$ cat config.mk
export PLATFORM = sky130hd
export DESIGN_NAME = song_sequencer_flat
export DESIGN_NICKNAME = d
export VERILOG_FILES = /design/src/rtl/song_sequencer_if.sv /design/src/rtl/song_sequencer.sv /design/src/flat_wrapper.sv
export SDC_FILE = /design/constraint.sdc
export NUM_CORES = 1
export LEC_CHECK = 0
export BUFFER_PORTS_ARGS = -buffer_cell sky130_fd_sc_hd__buf_4
export CAP_MARGIN = 20
export CORE_ASPECT_RATIO = 0.75
export CORE_MARGIN = 2
export CORE_UTILIZATION = 48
export CTS_CLUSTER_SIZE = 24
export DETAILED_ROUTE_END_ITERATION = 7
export GPL_TIMING_DRIVEN = 0
export PLACE_DENSITY = 0.75
export SLEW_MARGIN = 20
export SYNTH_ARGS = -nofsm -noshare
export SYNTH_HDL_FRONTEND = slang
export SYNTH_SLANG_ARGS = --single-unit
$ cat constraint.sdc
create_clock -name clk -period 1.9 [get_ports clk]
set_input_delay 0.285 -clock clk [delete_from_list [all_inputs] [get_ports clk]]
set_output_delay 0.285 -clock clk [all_outputs]
set_load 0.02 [all_outputs]
$ cat src/rtl/song_sequencer_if.sv
// Control and ROM bus between the song player host and the sequencer core.
interface song_sequencer_if #(
   parameter int unsigned SONG_BITS = 2,
   parameter int unsigned ADDR_BITS = 5
);
   logic                           play;
   logic [SONG_BITS-1:0]           song;
   logic                           loop;
   logic                           beat;
   logic [SONG_BITS+ADDR_BITS-1:0] rom_addr;
   logic [15:0]                    rom_data;
   logic                           new_note;
   logic [5:0]                     note;
   logic [5:0]                     duration;
   logic [2:0]                     metadata;
   logic                           song_done;
   logic                           busy;

   modport master (
      output play, song, loop, beat, rom_data,
      input  rom_addr, new_note, note, duration, metadata, song_done, busy
   );

   modport slave (
      input  play, song, loop, beat, rom_data,
      output rom_addr, new_note, note, duration, metadata, song_done, busy
   );
endinterface

$ cat src/rtl/song_sequencer.sv
// Song sequencer: walks a per-song ROM word list, issuing notes, timing rests
// against a beat strobe, and looping or stopping at the end of the song.
module song_sequencer #(
   parameter int unsigned SONG_BITS = 2,
   parameter int unsigned ADDR_BITS = 5,
   parameter int unsigned REST_BITS = 6
) (
   input  logic            clk,
   input  logic            reset,
   song_sequencer_if.slave bus
);
   localparam int unsigned          RA_W     = SONG_BITS + ADDR_BITS;
   localparam logic [ADDR_BITS-1:0] PTR_LAST = '1;

   typedef enum logic [2:0] {
      S_IDLE   = 3'd0,
      S_FETCH  = 3'd1,
      S_DECODE = 3'd2,
      S_REST   = 3'd3,
      S_DONE   = 3'd4
   } state_e;

   typedef struct packed {
      logic       is_rest;
      logic [5:0] note;
      logic [5:0] duration;
      logic [2:0] metadata;
   } rom_word_t;

   state_e               state_q, state_d;
   logic [ADDR_BITS-1:0] ptr_q, ptr_d;
   logic [REST_BITS-1:0] cnt_q, cnt_d;
   logic [REST_BITS-1:0] tgt_q, tgt_d;
   logic [REST_BITS-1:0] cnt_inc;
   logic [REST_BITS-1:0] rest_tgt;
   logic [SONG_BITS-1:0] song_q, song_d;
   logic                 end_pend_q, end_pend_d;
   logic                 new_note_q, new_note_d;
   logic                 song_done_q, song_done_d;
   logic                 busy_q, busy_d;
   logic [5:0]           note_q, note_d;
   logic [5:0]           duration_q, duration_d;
   logic [2:0]           metadata_q, metadata_d;
   logic [RA_W-1:0]      rom_addr_q, rom_addr_d;

   rom_word_t word;
   logic      word_end;
   logic      song_chg;
   logic      consume;

   assign word     = rom_word_t'(bus.rom_data);
   assign word_end = (bus.rom_data == 16'h0000);
   assign rest_tgt = bus.rom_data[9 +: REST_BITS];
   assign cnt_inc  = cnt_q + REST_BITS'(1);
   assign song_chg = (state_q != S_IDLE) && (bus.song != song_q);

   // State register
   always_ff @(posedge clk) begin
      if (reset) state_q <= S_IDLE;
      else       state_q <= state_d;
   end

   // Next state, pointer and rest bookkeeping; song change outranks pause
   always_comb begin
      state_d    = state_q;
      ptr_d      = ptr_q;
      cnt_d      = cnt_q;
      tgt_d      = tgt_q;
      song_d     = song_q;
      end_pend_d = end_pend_q;
      consume    = 1'b0;

      if (song_chg) begin
         state_d    = S_FETCH;
         ptr_d      = '0;
         cnt_d      = '0;
         song_d     = bus.song;
         end_pend_d = 1'b0;
      end else if (state_q == S_IDLE) begin
         song_d = bus.song;
         ptr_d  = '0;
         cnt_d  = '0;
         if (bus.play) state_d = S_FETCH;
      end else if (!bus.play) begin
         // A paused DECODE drops its ROM word, so the read is redone on resume
         if (state_q == S_DECODE) state_d = S_FETCH;
      end else begin
         case (state_q)
            S_FETCH: begin
               if (end_pend_q) begin
                  end_pend_d = 1'b0;
                  state_d    = bus.loop ? S_FETCH : S_DONE;
               end else begin
                  state_d = S_DECODE;
               end
            end
            S_DECODE: begin
               if (word_end) begin
                  ptr_d   = '0;
                  state_d = bus.loop ? S_FETCH : S_DONE;
               end else if (word.is_rest && (rest_tgt != '0)) begin
                  tgt_d   = rest_tgt;
                  cnt_d   = '0;
                  state_d = S_REST;
               end else begin
                  consume = 1'b1;
               end
            end
            S_REST: begin
               if (bus.beat && (cnt_q != tgt_q)) begin
                  cnt_d = cnt_inc;
                  if (cnt_inc == tgt_q) consume = 1'b1;
               end
            end
            default: ;
         endcase
      end

      // Last word consumed: ptr wraps and song_done follows in the next FETCH
      if (consume) begin
         ptr_d      = ptr_q + ADDR_BITS'(1);
         end_pend_d = (ptr_q == PTR_LAST);
         state_d    = S_FETCH;
      end
   end

   // Output values registered alongside the state
   always_comb begin
      new_note_d  = 1'b0;
      song_done_d = 1'b0;
      note_d      = note_q;
      duration_d  = duration_q;
      metadata_d  = metadata_q;

      if (!song_chg && bus.play) begin
         if ((state_q == S_DECODE) && !word_end && !word.is_rest) begin
            new_note_d = 1'b1;
            note_d     = word.note;
            duration_d = word.duration;
            metadata_d = word.metadata;
         end
         song_done_d = ((state_q == S_DECODE) && word_end) ||
                       ((state_q == S_FETCH) && end_pend_q);
      end

      busy_d     = (state_d != S_IDLE) && (state_d != S_DONE);
      rom_addr_d = {song_d, ptr_d};
   end

   always_ff @(posedge clk) begin
      if (reset) begin
         ptr_q       <= '0;
         cnt_q       <= '0;
         tgt_q       <= '0;
         song_q      <= bus.song;
         end_pend_q  <= 1'b0;
         new_note_q  <= 1'b0;
         song_done_q <= 1'b0;
         busy_q      <= 1'b0;
         note_q      <= '0;
         duration_q  <= '0;
         metadata_q  <= '0;
         rom_addr_q  <= '0;
      end else begin
         ptr_q       <= ptr_d;
         cnt_q       <= cnt_d;
         tgt_q       <= tgt_d;
         song_q      <= song_d;
         end_pend_q  <= end_pend_d;
         new_note_q  <= new_note_d;
         song_done_q <= song_done_d;
         busy_q      <= busy_d;
         note_q      <= note_d;
         duration_q  <= duration_d;
         metadata_q  <= metadata_d;
         rom_addr_q  <= rom_addr_d;
      end
   end

   assign bus.rom_addr  = rom_addr_q;
   assign bus.new_note  = new_note_q;
   assign bus.note      = note_q;
   assign bus.duration  = duration_q;
   assign bus.metadata  = metadata_q;
   assign bus.song_done = song_done_q;
   assign bus.busy      = busy_q;

endmodule
$ cat src/flat_wrapper.sv
// flat-port wrapper written by rule: the top's interface ports become plain ports
module song_sequencer_flat 
#(
   parameter int unsigned SONG_BITS = 2,
   parameter int unsigned ADDR_BITS = 5,
   parameter int unsigned REST_BITS = 6
)
  (clk, reset, bus_play, bus_song, bus_loop, bus_beat, bus_rom_data, bus_rom_addr, bus_new_note, bus_note, bus_duration, bus_metadata, bus_song_done, bus_busy);
  song_sequencer_if #(.SONG_BITS(SONG_BITS), .ADDR_BITS(ADDR_BITS)) bus_i ();
  input  logic clk;
  input  logic reset;
  input wire logic [$bits(bus_i.play)-1:0] bus_play;
  input wire logic [$bits(bus_i.song)-1:0] bus_song;
  input wire logic [$bits(bus_i.loop)-1:0] bus_loop;
  input wire logic [$bits(bus_i.beat)-1:0] bus_beat;
  input wire logic [$bits(bus_i.rom_data)-1:0] bus_rom_data;
  output wire logic [$bits(bus_i.rom_addr)-1:0] bus_rom_addr;
  output wire logic [$bits(bus_i.new_note)-1:0] bus_new_note;
  output wire logic [$bits(bus_i.note)-1:0] bus_note;
  output wire logic [$bits(bus_i.duration)-1:0] bus_duration;
  output wire logic [$bits(bus_i.metadata)-1:0] bus_metadata;
  output wire logic [$bits(bus_i.song_done)-1:0] bus_song_done;
  output wire logic [$bits(bus_i.busy)-1:0] bus_busy;
  assign bus_i.play = bus_play;
  assign bus_i.song = bus_song;
  assign bus_i.loop = bus_loop;
  assign bus_i.beat = bus_beat;
  assign bus_i.rom_data = bus_rom_data;
  assign bus_rom_addr = bus_i.rom_addr;
  assign bus_new_note = bus_i.new_note;
  assign bus_note = bus_i.note;
  assign bus_duration = bus_i.duration;
  assign bus_metadata = bus_i.metadata;
  assign bus_song_done = bus_i.song_done;
  assign bus_busy = bus_i.busy;
  song_sequencer #(.SONG_BITS(SONG_BITS), .ADDR_BITS(ADDR_BITS), .REST_BITS(REST_BITS)) u_core (.clk(clk), .reset(reset), .bus(bus_i));
endmodule
Yosys cells after proc, flatten, opt, wreduce, memory -nomap -nowiden. Index checks and enable logic that the tools add are counted.

Flip-flop bits (word level): 48. Bits of input ports: 23. Output and inout port bits: 25. Logic and storage cells: 96.

Add/sub/neg operators: 2. Equal/unequal tests: 12. Multiplexer cells: 38. Bitwise logic cells: 4. Reductions and logical operators: 27.

Operators with widths (number): $mux 3 (10); $mux 5 (6); $mux 6 (3); $logic_not 16->1 (1); $mux 1 (13); $pmux 6 s2 (1); $reduce_bool 3->1 (4); $logic_and 1x1->1 (9); $add 6x1->6 const B (1); $eq 3x2->1 const B (2); $eq 6x6->1 (1); $mux 2 (3); $ne 6x6->1 (1); $pmux 3 s2 (1); $reduce_and 6->1 (1); $reduce_bool 6->1 (1); $add 5x1->5 const B (1); $eq 5x5->1 const B (1); $reduce_and 5->1 (1); $ne 2x2->1 const B (2); $not 1->1 (4); $eq 3x1->1 const B (1); $logic_not 1->1 (3); $logic_not 3->1 (1); other kinds (11) (11).

Longest topological paths before layout. Gate-level depths: netlist of run 1.

Word-level depth: 11. Gate-level depth with buffers: 9. Depth with buffers taken out: 7.

Worst setup path after synthesis of run 1. No wires, ideal clock.

Kind: reg-to-reg. Start point: reg u_core.cnt_q[0]. End point: reg u_core.rom_addr_q[2], in the netlist u_core.bus.rom_addr[2]. Library setup time: 0.122 ns. Data arrival time: 1.870 ns. Data required time: 1.778 ns. Slack: -0.092 ns. Stages on the path, launching flop included: 8. Path buffers: 0. Period minus slack after synthesis: 1.992 ns. Path through: dfxtp_1 > ha_1 > xnor2_1 > nand4_1 > a2111oi_4 > nand3_1 > and3_4 > a221o_1.

Longest elaborated chain between the ends: 9. Elaborated cells on any way between the ends: 11. Classes of those cells: add/sub: 1; eq/ne: 2; mux: 7; reduce/logical: 1.

Ends and longest elaborated chain: start: declaration (line song_sequencer.sv:32) `logic [REST_BITS-1:0] cnt_q, cnt_d;`; start signal: assignment (line song_sequencer.sv:166) `cnt_q <= cnt_d;`; $add 6x1->6 (line song_sequencer.sv:54) `assign cnt_inc = cnt_q + REST_BITS'(1);`; $eq 6x6->1 (line song_sequencer.sv:112) `if (cnt_inc == tgt_q) consume = 1'b1;`; $mux 1 (line song_sequencer.sv:112); $mux 1 (*) (line song_sequencer.sv:110) `if (bus.beat && (cnt_q != tgt_q)) begin`; $pmux 1 s2 (*) (line song_sequencer.sv:88) `case (state_q)`; $mux 1 (*) (line song_sequencer.sv:84) `end else if (!bus.play) begin`; $mux 1 (*) (line song_sequencer.sv:79) `end else if (state_q == S_IDLE) begin`; $mux 1 (*) (line song_sequencer.sv:73) `if (song_chg) begin`; $mux 5 (*) (line song_sequencer.sv:120) `if (consume) begin`; end signal: assignment (line song_sequencer.sv:176) `rom_addr_q <= rom_addr_d;`; end: declaration (line song_sequencer.sv:44) `logic [RA_W-1:0] rom_addr_q, rom_addr_d;`.

Mark *: on every way between the ends. The rest lies on a longest branch, timed or not. A chain may end at the register's enable or synchronous reset.

Worst setup path in the final report of run 1.
Start point: reg u_core.cnt_q[4]. End point: reg u_core.rom_addr_q[2], in the netlist u_core.bus.rom_addr[2].

Same word-level chain as after synthesis.

==> impl_metrics.env, run 1 <==
export IMPL_status="complete, but fails checks"
export IMPL_violations="negative setup slack"
export IMPL_ff2ff_setup_slack_ns=-0.14
export IMPL_io_buffers=46
export IMPL_rsz0062_at_grt="yes"
export IMPL_period_share=1.072
export IMPL_syn_num_nets=243
export IMPL_io_pins=48
export IMPL_dp_cells=318
export IMPL_clock_sinks=43
export IMPL_multi_input_area_mm2=0.001301
export IMPL_clkTransAtPathRegs_ns=0.08
export IMPL_yosys_warnings=0
export IMPL_synth_cells=217
export IMPL_cp_end_kind="flop"
export IMPL_seq_area_um2=887.1
export IMPL_skew_ns=0.005847
export IMPL_finalWorstSetupSlack_ns=-0.1377
export IMPL_ys_types=53
export IMPL_crit_buf_inv=0
export IMPL_nets=305
export IMPL_crit_chain="nand3_2, or3_4, a2111oi_4, nand3_1, and3_4, a221o_1"
export IMPL_cp_start_kind="flop"
export IMPL_max_slew_margin=0.5092
export IMPL_drive_gt1_frac=0.3907
export IMPL_dr_pass1_iters=4
export IMPL_worstSetupPathType="flop to flop"
export IMPL_drc_errors=0
export IMPL_pwr_share_seq=0.501
export IMPL_clock_latency_ns=0.30
export IMPL_worstMarginPinSlew_ns=0.7294
export IMPL_powerDensity_mw_per_mm2=637.6
export IMPL_worstHoldStart="bus_song[1]"
export IMPL_fin_crit_ns=2.038
export IMPL_fillerInstances=312
export IMPL_vias=1820
export IMPL_holdWs_ns=0.1769
export IMPL_rows=20
export IMPL_viasPerCell=5.449
export IMPL_n_antenna_cell=0
export IMPL_final_area_mm2=0.002900
export IMPL_wl_per_cell_um=15.43
export IMPL_synth_seq_cells=43
export IMPL_slew_violations=0
export IMPL_grt_pass1_wl_um=8404
export IMPL_p_sw_mw=0.4500
export IMPL_setup_viol=9
export IMPL_start_util=0.5015
export IMPL_grt_pass1_vias=1756
export IMPL_syn2layout_area_growth_pct=41.77
export IMPL_drt_iter0_markers=134
export IMPL_cts_root_buf="clkbuf_8"
export IMPL_hold_path_cell_count=2
export IMPL_timing_fmax_mhz=490.7
export IMPL_place_gp_congestion=0.8279
export IMPL_cts_buffer_depth=2
export IMPL_peakVddDrop_mv=0.4737
export IMPL_cp_max_fo=5
export IMPL_final_core_util=0.7110
export IMPL_grtUsageTotal=0.2346
export IMPL_yosys_most_used_dff="dfxtp_1"
export IMPL_dieWidth_um=79.38
export IMPL_final_cell_mix="53 x buf_4, 34 x nor2_1, 32 x dfxtp_1, 21 x mux2i_1, 9 x xnor2_1"
export IMPL_crit_required_ns=2.09
export IMPL_synth_edf_count=0
export IMPL_max_cap_violations=0
export IMPL_critPathArrivalTime_ns=2.23
export IMPL_ant_nets=0
export IMPL_die_area_mm2=0.004805
export IMPL_layout_commonest_cell="buf_4"
export IMPL_rr_endpoint="u_core.bus.rom_addr[2]"
export IMPL_cpLargestDelayFamily="simple AND/OR/NAND/NOR gates"
export IMPL_numCtsBuffers=5
export IMPL_design_core_area_mm2=0.004079
export IMPL_cts_tree="yes"
export IMPL_p_leak_nw=1.224
export IMPL_r2r_start="u_core.cnt_q[4]"
export IMPL_grt_max_degree=14
export IMPL_internal_power_mw=1.399
export IMPL_hold_class="input port to flop"
export IMPL_cpPeakStageDelay_ns=0.40
export IMPL_antenna_found_initial=0
export IMPL_yosysSeqAreaShare=0.4208
export IMPL_htreeDepth=2
export IMPL_avgSynthCellArea_um2=9.427
export IMPL_fin_tns_setup_ns=-0.6221
export IMPL_dp_hpwl_um=3577
export IMPL_netlist_area_mm2=0.002046
export IMPL_die_h_um=60.54
export IMPL_power_share_combinational=0.120
export IMPL_cpMaxStageDelayCell="dfxtp_4"
export IMPL_hold_violations=0
export IMPL_dpl_cell_area_mm2=0.002496
export IMPL_reg2reg_depth=6
export IMPL_pwr_share_clk=0.380
export IMPL_switching_share=0.2434
export IMPL_async_flop_share=0
export IMPL_holdPathEnd="u_core.song_q[1]"
export IMPL_finalNonFillerCells=334
export IMPL_grt_ovfl_total=0
export IMPL_wl_um=5153
==> power groups by stage <==
| stage | Combinational [mW] | Sequential [mW] | Clock (mW) |
|---|---|---|---|
| floorplan | 0.0964 | 0.959 | 0 |
| global placement | 0.186 | 0.951 | 0 |
| detailed placement | 0.188 | 0.951 | 0 |
| CTS | 0.212 | 0.925 | 0.715 |
| global route | 0.240 | 0.928 | 0.753 |
| finish | 0.222 | 0.926 | 0.702 |
==> Yosys cell counts (2+ instances only) <==
| master | instances | area [um2] |
|---|---|---|
| o31ai_1 | 2 | 15.01 |
| a21oi_1 | 7 | 35.03 |
| mux2i_1 | 21 | 210.2 |
| and3_1 | 2 | 12.51 |
| nor3_1 | 4 | 20.02 |
| nor2_1 | 34 | 127.6 |
| nand4_1 | 3 | 18.77 |
| dfxtp_1 | 43 | 860.8 |
| nand2b_1 | 3 | 18.77 |
| nor2_2 | 2 | 12.51 |
| nor2b_1 | 4 | 25.02 |
| clkbuf_1 | 6 | 22.52 |
| nand3_1 | 7 | 35.03 |
| a22o_2 | 3 | 30.03 |
| a21boi_0 | 2 | 15.01 |
| nand2_1 | 8 | 30.03 |
| buf_4 | 3 | 22.52 |
| or2_2 | 3 | 18.77 |
| inv_1 | 4 | 15.01 |
| nor4_1 | 3 | 18.77 |
| a211oi_1 | 2 | 15.01 |
| xor2_1 | 5 | 43.79 |
| xnor2_1 | 11 | 96.34 |
| o21ai_0 | 4 | 20.02 |
| ha_1 | 3 | 37.54 |
==> per-stage QoR <==
step	power, mW	worst slack, ns
2_1_floorplan	1.055	-0.05116
3_3_place_gp	1.137	-0.5195
3_5_place_dp	1.139	-0.5796
4_1_cts	1.853	-0.08953
5_1_grt	1.921	-0.1950
6_report	1.849	-0.1377
==> repair_timing <==
| item | CTS | global route |
|---|---|---|
| setup buffers | 8 | 2 |
| resized for setup | 38 | 7 |
| hold buffers | 0 | 0 |
| pin swaps | 13 | 7 |
| endpoints found under the setup margin | 26 | 34 |
| gates cloned | 1 | 0 |
==> metal layers <==
layer,part of all wire,vias up,track usage
met3,0.075,9,0.08333
met4,0.013,0,0.07143
li1,-,897,-
met1,0.46,855,0.3115
met5,0,-,0
met2,0.45,59,0.3656
==> worst reg2reg max path, delay by kind of cell (launching register included) <==
family,cells,cell delay (ns)
and+or+nand+nor,4,0.91
DFF,1,0.40
AOI/OAI and AO/OA,2,0.63
==> how the worst max path moves through the flow <==
stage                                 start                endpoint  slack [ns]  cells after the start
after floorplan             bus_rom_data[7]  u_core.bus.rom_addr[2]       -0.05                      5
after global placement     bus_rom_data[14]  u_core.bus.rom_addr[2]       -0.52                      7
after detailed placement   bus_rom_data[14]  u_core.bus.rom_addr[2]       -0.58                      7
after CTS                 u_core.state_q[1]  u_core.bus.duration[5]       -0.09                      8
after global routing        u_core.cnt_q[4]  u_core.bus.rom_addr[2]       -0.19                      6
final                       u_core.cnt_q[4]  u_core.bus.rom_addr[2]       -0.14                      6
==> cells by family after synthesis <==
logic type      synth area share
compound gates            0.1364
xor+xnor                 0.06850
fa+ha+maj                0.01835
buf+inv                  0.03486
flops                     0.4208
mux                       0.1083
simple gates              0.2129
==> flip-flops by register name (all words and copies together) (netlist names) <==
name	flops
u_core.bus.rom_addr	7
u_core.bus.duration	6
u_core.bus.note	6
u_core.cnt_q	6
u_core.tgt_q	6
u_core.bus.metadata	3
u_core.state_q	3
u_core.song_q	2
u_core.bus.busy	1
u_core.bus.new_note	1
u_core.bus.song_done	1
u_core.end_pend_q	1
==> area by class of cell <==
cell class	instances	area share
Clock buffer	5	0.02373
Multi-Input combinational cell	160	0.4487
Clock inverter	2	0.01294
Buffer	8	0.01855
Inverter	4	0.005177
Timing Repair Buffer	57	0.1613
Tap cell	55	0.02373
Sequential cell	43	0.3059
Power figures use the tool's default switching activity.
==> inputs of run 2 (changes only) <==
RECOVER_POWER = 50   (was not set)
SETUP_SLACK_MARGIN = 0.02   (was not set)
==> run 2 against run 1 <==
Critical path depth unchanged. The run still ends with negative setup slack left. Maximum frequency down 1.4%. Die area unchanged. Sequential share of layout area up 1.7 points. Highest routed layer unchanged. Via count down 0.93%. Final area down 5.2%. Global-route usage down 0.89 points. Sequential power about the same. Critical path type unchanged.
==> impl_metrics.env, run 2 (synthesis results as in run 1) <==
export IMPL_hold_class="input port to flop"
export IMPL_cts_hold_buf=0
export IMPL_clock_latency_ns=0.30
export IMPL_switching_share=0.2431
export IMPL_rows=20
export IMPL_worstMarginPinSlew_ns=0.6908
export IMPL_dieWidth_um=79.38
export IMPL_finalNonFillerCells=331
export IMPL_nets=302
export IMPL_wl_per_cell_um=14.91
export IMPL_design_core_area_mm2=0.004079
export IMPL_rsz0062_at_grt="yes"
export IMPL_pwr_share_clk=0.383
export IMPL_drt_iter0_markers=137
export IMPL_clkTransAtPathRegs_ns=0.08
export IMPL_hold_violations=0
export IMPL_cts_buffer_depth=2
export IMPL_peakVddDrop_mv=0.4750
export IMPL_cts_tree="yes"
export IMPL_finalWorstSetupSlack_ns=-0.1658
export IMPL_holdWs_ns=0.2203
export IMPL_grt_pass1_vias=1725
export IMPL_htreeDepth=2
export IMPL_io_buffers=46
export IMPL_cp_end_kind="flop"
export IMPL_die_area_mm2=0.004805
export IMPL_cp_max_fo=5
export IMPL_grt_ovfl_total=0
export IMPL_ff2ff_setup_slack_ns=-0.17
export IMPL_power_share_combinational=0.114
export IMPL_dp_cells=318
export IMPL_final_cell_mix="34 x nor2_1, 34 x dfxtp_1, 31 x buf_4, 26 x clkbuf_1, 21 x mux2i_1"
export IMPL_timing_fmax_mhz=484.1
export IMPL_p_leak_nw=1.107
export IMPL_n_antenna_cell=0
export IMPL_numCtsBuffers=5
export IMPL_worstHoldStart="bus_rom_data[1]"
export IMPL_drive_gt1_frac=0.3007
export IMPL_max_cap_violations=0
export IMPL_p_sw_mw=0.4460
export IMPL_wl_um=4936
export IMPL_place_gp_congestion=0.8279
export IMPL_io_pins=48
export IMPL_final_core_util=0.6742
export IMPL_syn2layout_area_growth_pct=34.43
export IMPL_die_h_um=60.54
export IMPL_drc_errors=0
export IMPL_r2r_start="u_core.cnt_q[0]"
export IMPL_cts_root_buf="clkbuf_8"
export IMPL_crit_start="u_core.cnt_q[0]"
export IMPL_grt_max_degree=14
export IMPL_skew_ns=0.003480
export IMPL_vias=1803
export IMPL_critPathArrivalTime_ns=2.26
export IMPL_grt_pass1_wl_um=8176
export IMPL_internal_power_mw=1.388
export IMPL_grtUsageTotal=0.2257
export IMPL_cp_start_kind="flop"
export IMPL_pwr_share_seq=0.504
export IMPL_start_util=0.5015
export IMPL_crit_required_ns=2.09
export IMPL_slew_violations=0
export IMPL_antenna_found_initial=0
export IMPL_viasPerCell=5.447
export IMPL_max_slew_margin=0.5352
export IMPL_period_share=1.087
export IMPL_dr_pass1_iters=4
export IMPL_place_worst_setup_slack_ns=-0.5796
export IMPL_setup_viol=12
export IMPL_violations="negative setup slack"
export IMPL_ant_nets=0
export IMPL_worstSetupPathType="flop to flop"
export IMPL_fin_crit_ns=2.066
export IMPL_status="complete, but fails checks"
export IMPL_clock_sinks=43
export IMPL_powerDensity_mw_per_mm2=667.0
export IMPL_largest_register_ffs=7
export IMPL_dp_hpwl_um=3577
-- run 2: cell count changes in the layout (fill, tap and decap cells not counted), moves of 2 or more --
cell and delta:
dfxtp_2 -3, clkbuf_1 +20, buf_4 -22, dfxtp_1 +2
-- run 2: area by class of cell --
cell class	count	area [um2]
clock buffer	5	68.82
inverter	4	15.01
timing repair buffer	54	366.6
multi-input combinational	160	1252
sequential	43	887.1
tap	55	68.82
clock inverter	2	37.54
buffer	8	53.80
fill	343	1329
-- run 2: stage by stage --
| stage | TNS [ns] | power [mW] | area [um2] |
|---|---|---|---|
| finish | -0.6959 | 1.834 | 2750 |
| global route | -1.961 | 1.906 | 2750 |
| CTS | -0.3530 | 1.849 | 2791 |
| detailed placement | -7.419 | 1.139 | 2496 |
| global placement | -5.965 | 1.137 | 2496 |
| floorplan | -0.1926 | 1.055 | 2082 |
-- run 2: worst paths after layout --
path,depth (start not counted),to
worst max-delay path,6,u_core.bus.rom_addr[2]
worst min-delay path,3,u_core.bus.metadata[1]
worst max register to register,6,u_core.bus.rom_addr[2]
worst min register to register,2,u_core.bus.note[4]
-- run 2: what timing repair did --
action                                  CTS  global route
gates cloned                              1             0
endpoints found under the setup margin   28            34
pin swaps                                13             5
buffers inserted                          6             1
gates resized for setup                  26            11
-- run 2: power by group through the flow --
stage          clock (mW)  combinational [mW]  sequential, mW
2_1_floorplan           0              0.0964           0.959
3_3_place_gp            0               0.186           0.951
3_5_place_dp            0               0.188           0.951
4_1_cts             0.715               0.209           0.925
5_1_grt             0.753               0.227           0.926
6_report            0.702               0.209           0.924
-- run 2: critical path, cell delays in order, from the launching register on --
cell and delay, ns:
dfxtp_4 0.42, nand3_4 0.08, or3_4 0.40, a2111oi_4 0.34
nand3_1 0.16, and3_4 0.25, a221o_1 0.31
-- run 2: per-layer routing --
metal,part of all wire,wire [um],track usage
met1,0.47,2335,0.3044
met2,0.45,2216,0.3462
met4,0.0099,49,0.06897
met5,0,0,0
met3,0.068,334,0.07887
==> inputs of run 3 (changes only) <==
PLACE_DENSITY = 0.83   (was 0.75)
==> run 3 against run 2 <==
The flow still finishes with violations (negative setup slack). Sequential share of layout area down 1.5 points. Die area did not move. Wire length up 14%. Non-clock buffer count grew 10. Final area up 4.6%. Via count up 5.0%. Power fell by 6.2%. Combinational power rose by 9.6%. First-iteration DRC count shrank 4.4%. Sequential power about the same. Largest cell class unchanged.
==> impl_metrics.env, run 3 (synthesis results as in run 1) <==
export IMPL_drt_iter0_markers=131
export IMPL_cpPeakStageDelay_ns=0.38
export IMPL_design_core_area_mm2=0.004079
export IMPL_die_h_um=60.54
export IMPL_cts_root_buf="clkbuf_8"
export IMPL_peakVddDrop_mv=0.4919
export IMPL_p_leak_nw=1.168
export IMPL_final_cell_mix="37 x buf_4, 34 x nor2_1, 33 x dfxtp_1, 26 x clkbuf_1, 20 x mux2i_1"
export IMPL_io_buffers=46
export IMPL_slew_violations=0
export IMPL_syn2layout_area_growth_pct=40.61
export IMPL_crit_required_ns=2.09
export IMPL_dp_hpwl_um=3461
export IMPL_skew_ns=0.01056
export IMPL_grtUsageTotal=0.2371
export IMPL_setup_viol=22
export IMPL_worstHoldStart="bus_song[1]"
export IMPL_start_util=0.5015
export IMPL_drc_errors=0
export IMPL_drive_gt1_frac=0.3427
export IMPL_fin_crit_ns=2.051
export IMPL_die_area_mm2=0.004805
export IMPL_dr_pass1_iters=5
export IMPL_max_slew_margin=0.5756
export IMPL_wl_um=5613
export IMPL_cpLargestDelayFamily="simple AND/OR/NAND/NOR gates"
export IMPL_cp_end_kind="flop"
export IMPL_grt_pass1_vias=1771
export IMPL_status="complete, but fails checks"
export IMPL_n_antenna_cell=0
export IMPL_crit_buf_inv=0
export IMPL_critPathArrivalTime_ns=2.24
export IMPL_cts_hold_buf=0
export IMPL_period_share=1.079
export IMPL_nets=312
export IMPL_grt_max_degree=14
export IMPL_io_pins=48
export IMPL_grt_ovfl_total=0
export IMPL_dieWidth_um=79.38
export IMPL_place_worst_setup_slack_ns=-0.4418
export IMPL_place_gp_congestion=0.8087
export IMPL_cts_tree="yes"
export IMPL_worstSetupPathType="flop to flop"
export IMPL_cp_max_fo=5
export IMPL_numCtsBuffers=5
export IMPL_clock_latency_ns=0.30
export IMPL_ff2ff_setup_slack_ns=-0.15
export IMPL_hold_class="input port to flop"
export IMPL_clkTransAtPathRegs_ns=0.09
export IMPL_violations="negative setup slack"
export IMPL_clock_sinks=43
export IMPL_cp_start_kind="flop"
export IMPL_antenna_found_initial=0
export IMPL_final_area_mm2=0.002877
export IMPL_crit_start="u_core.tgt_q[5]"
export IMPL_crit_chain="xnor2_4, or3_4, a2111oi_4, nand3_1, and3_4, a221o_1"
export IMPL_cpMaxStageDelayCell="or3_4"
export IMPL_r2r_start="u_core.tgt_q[5]"
export IMPL_timing_fmax_mhz=487.6
export IMPL_largest_register_ffs=7
export IMPL_layout_commonest_cell="buf_4"
export IMPL_max_cap_violations=0
export IMPL_ant_nets=0
export IMPL_cts_buffer_depth=2
export IMPL_vias=1894
export IMPL_worstMarginPinSlew_ns=0.6351
export IMPL_rsz0062_at_grt="yes"
export IMPL_grt_pass1_wl_um=8645
export IMPL_powerDensity_mw_per_mm2=598.1
export IMPL_wl_per_cell_um=16.46
export IMPL_htreeDepth=2
export IMPL_dpl_cell_area_mm2=0.002496
export IMPL_hold_violations=0
export IMPL_viasPerCell=5.554
export IMPL_finalWorstSetupSlack_ns=-0.1510
export IMPL_rows=20
[run 3: layout make-up]
cell class,instances,area [um2]
buffer,9,65.06
clock inverter,2,13.76
clock buffer,5,68.82
multi-input combinational,160,1323
fill,309,1202
tap,55,68.82
timing repair buffer,63,436.7
inverter,4,15.01
sequential,43,885.9
[run 3: worst paths after layout]
check	endpoint	cells after the start
max	u_core.bus.rom_addr[2]	6
min	u_core.song_q[1]	2
max reg2reg	u_core.bus.rom_addr[2]	6
min reg2reg	u_core.bus.duration[3]	2
[run 3: power breakdown]
group | switching [mW] | internal (mW)
combinational | 0.123 | 0.106
sequential | 0.0162 | 0.910
clock | 0.314 | 0.251
[run 3: routing by layer]
layer,global-route usage,vias to the layer above,part of all wire
li1,-,913,-
met1,0.3228,883,0.45
met2,0.3765,84,0.46
met3,0.06548,14,0.079
met4,0.06897,0,0.015
met5,0,-,0
[run 3: what timing repair did]
| item | 4_1_cts | 5_1_grt |
|---|---|---|
| resized for setup | 40 | 12 |
| setup endpoints to repair | 29 | 30 |
| cloned | 1 | 0 |
| buffers inserted | 14 | 2 |
| pin swaps | 14 | 9 |
[run 3: through the flow]
step	power [mW]	std cells	setup TNS [ns]	util	hold slack (ns)
3_5_place_dp	1.139	318	-4.911	0.6120	0.4876
4_1_cts	1.717	340	-0.8137	0.7110	0.1708
6_report	1.720	341	-1.116	0.7052	0.2186
5_1_grt	1.789	341	-2.348	0.7052	0.2123
3_3_place_gp	1.135	318	-4.511	0.6120	0.4752
2_1_floorplan	1.055	217	-0.1926	-	0.3754
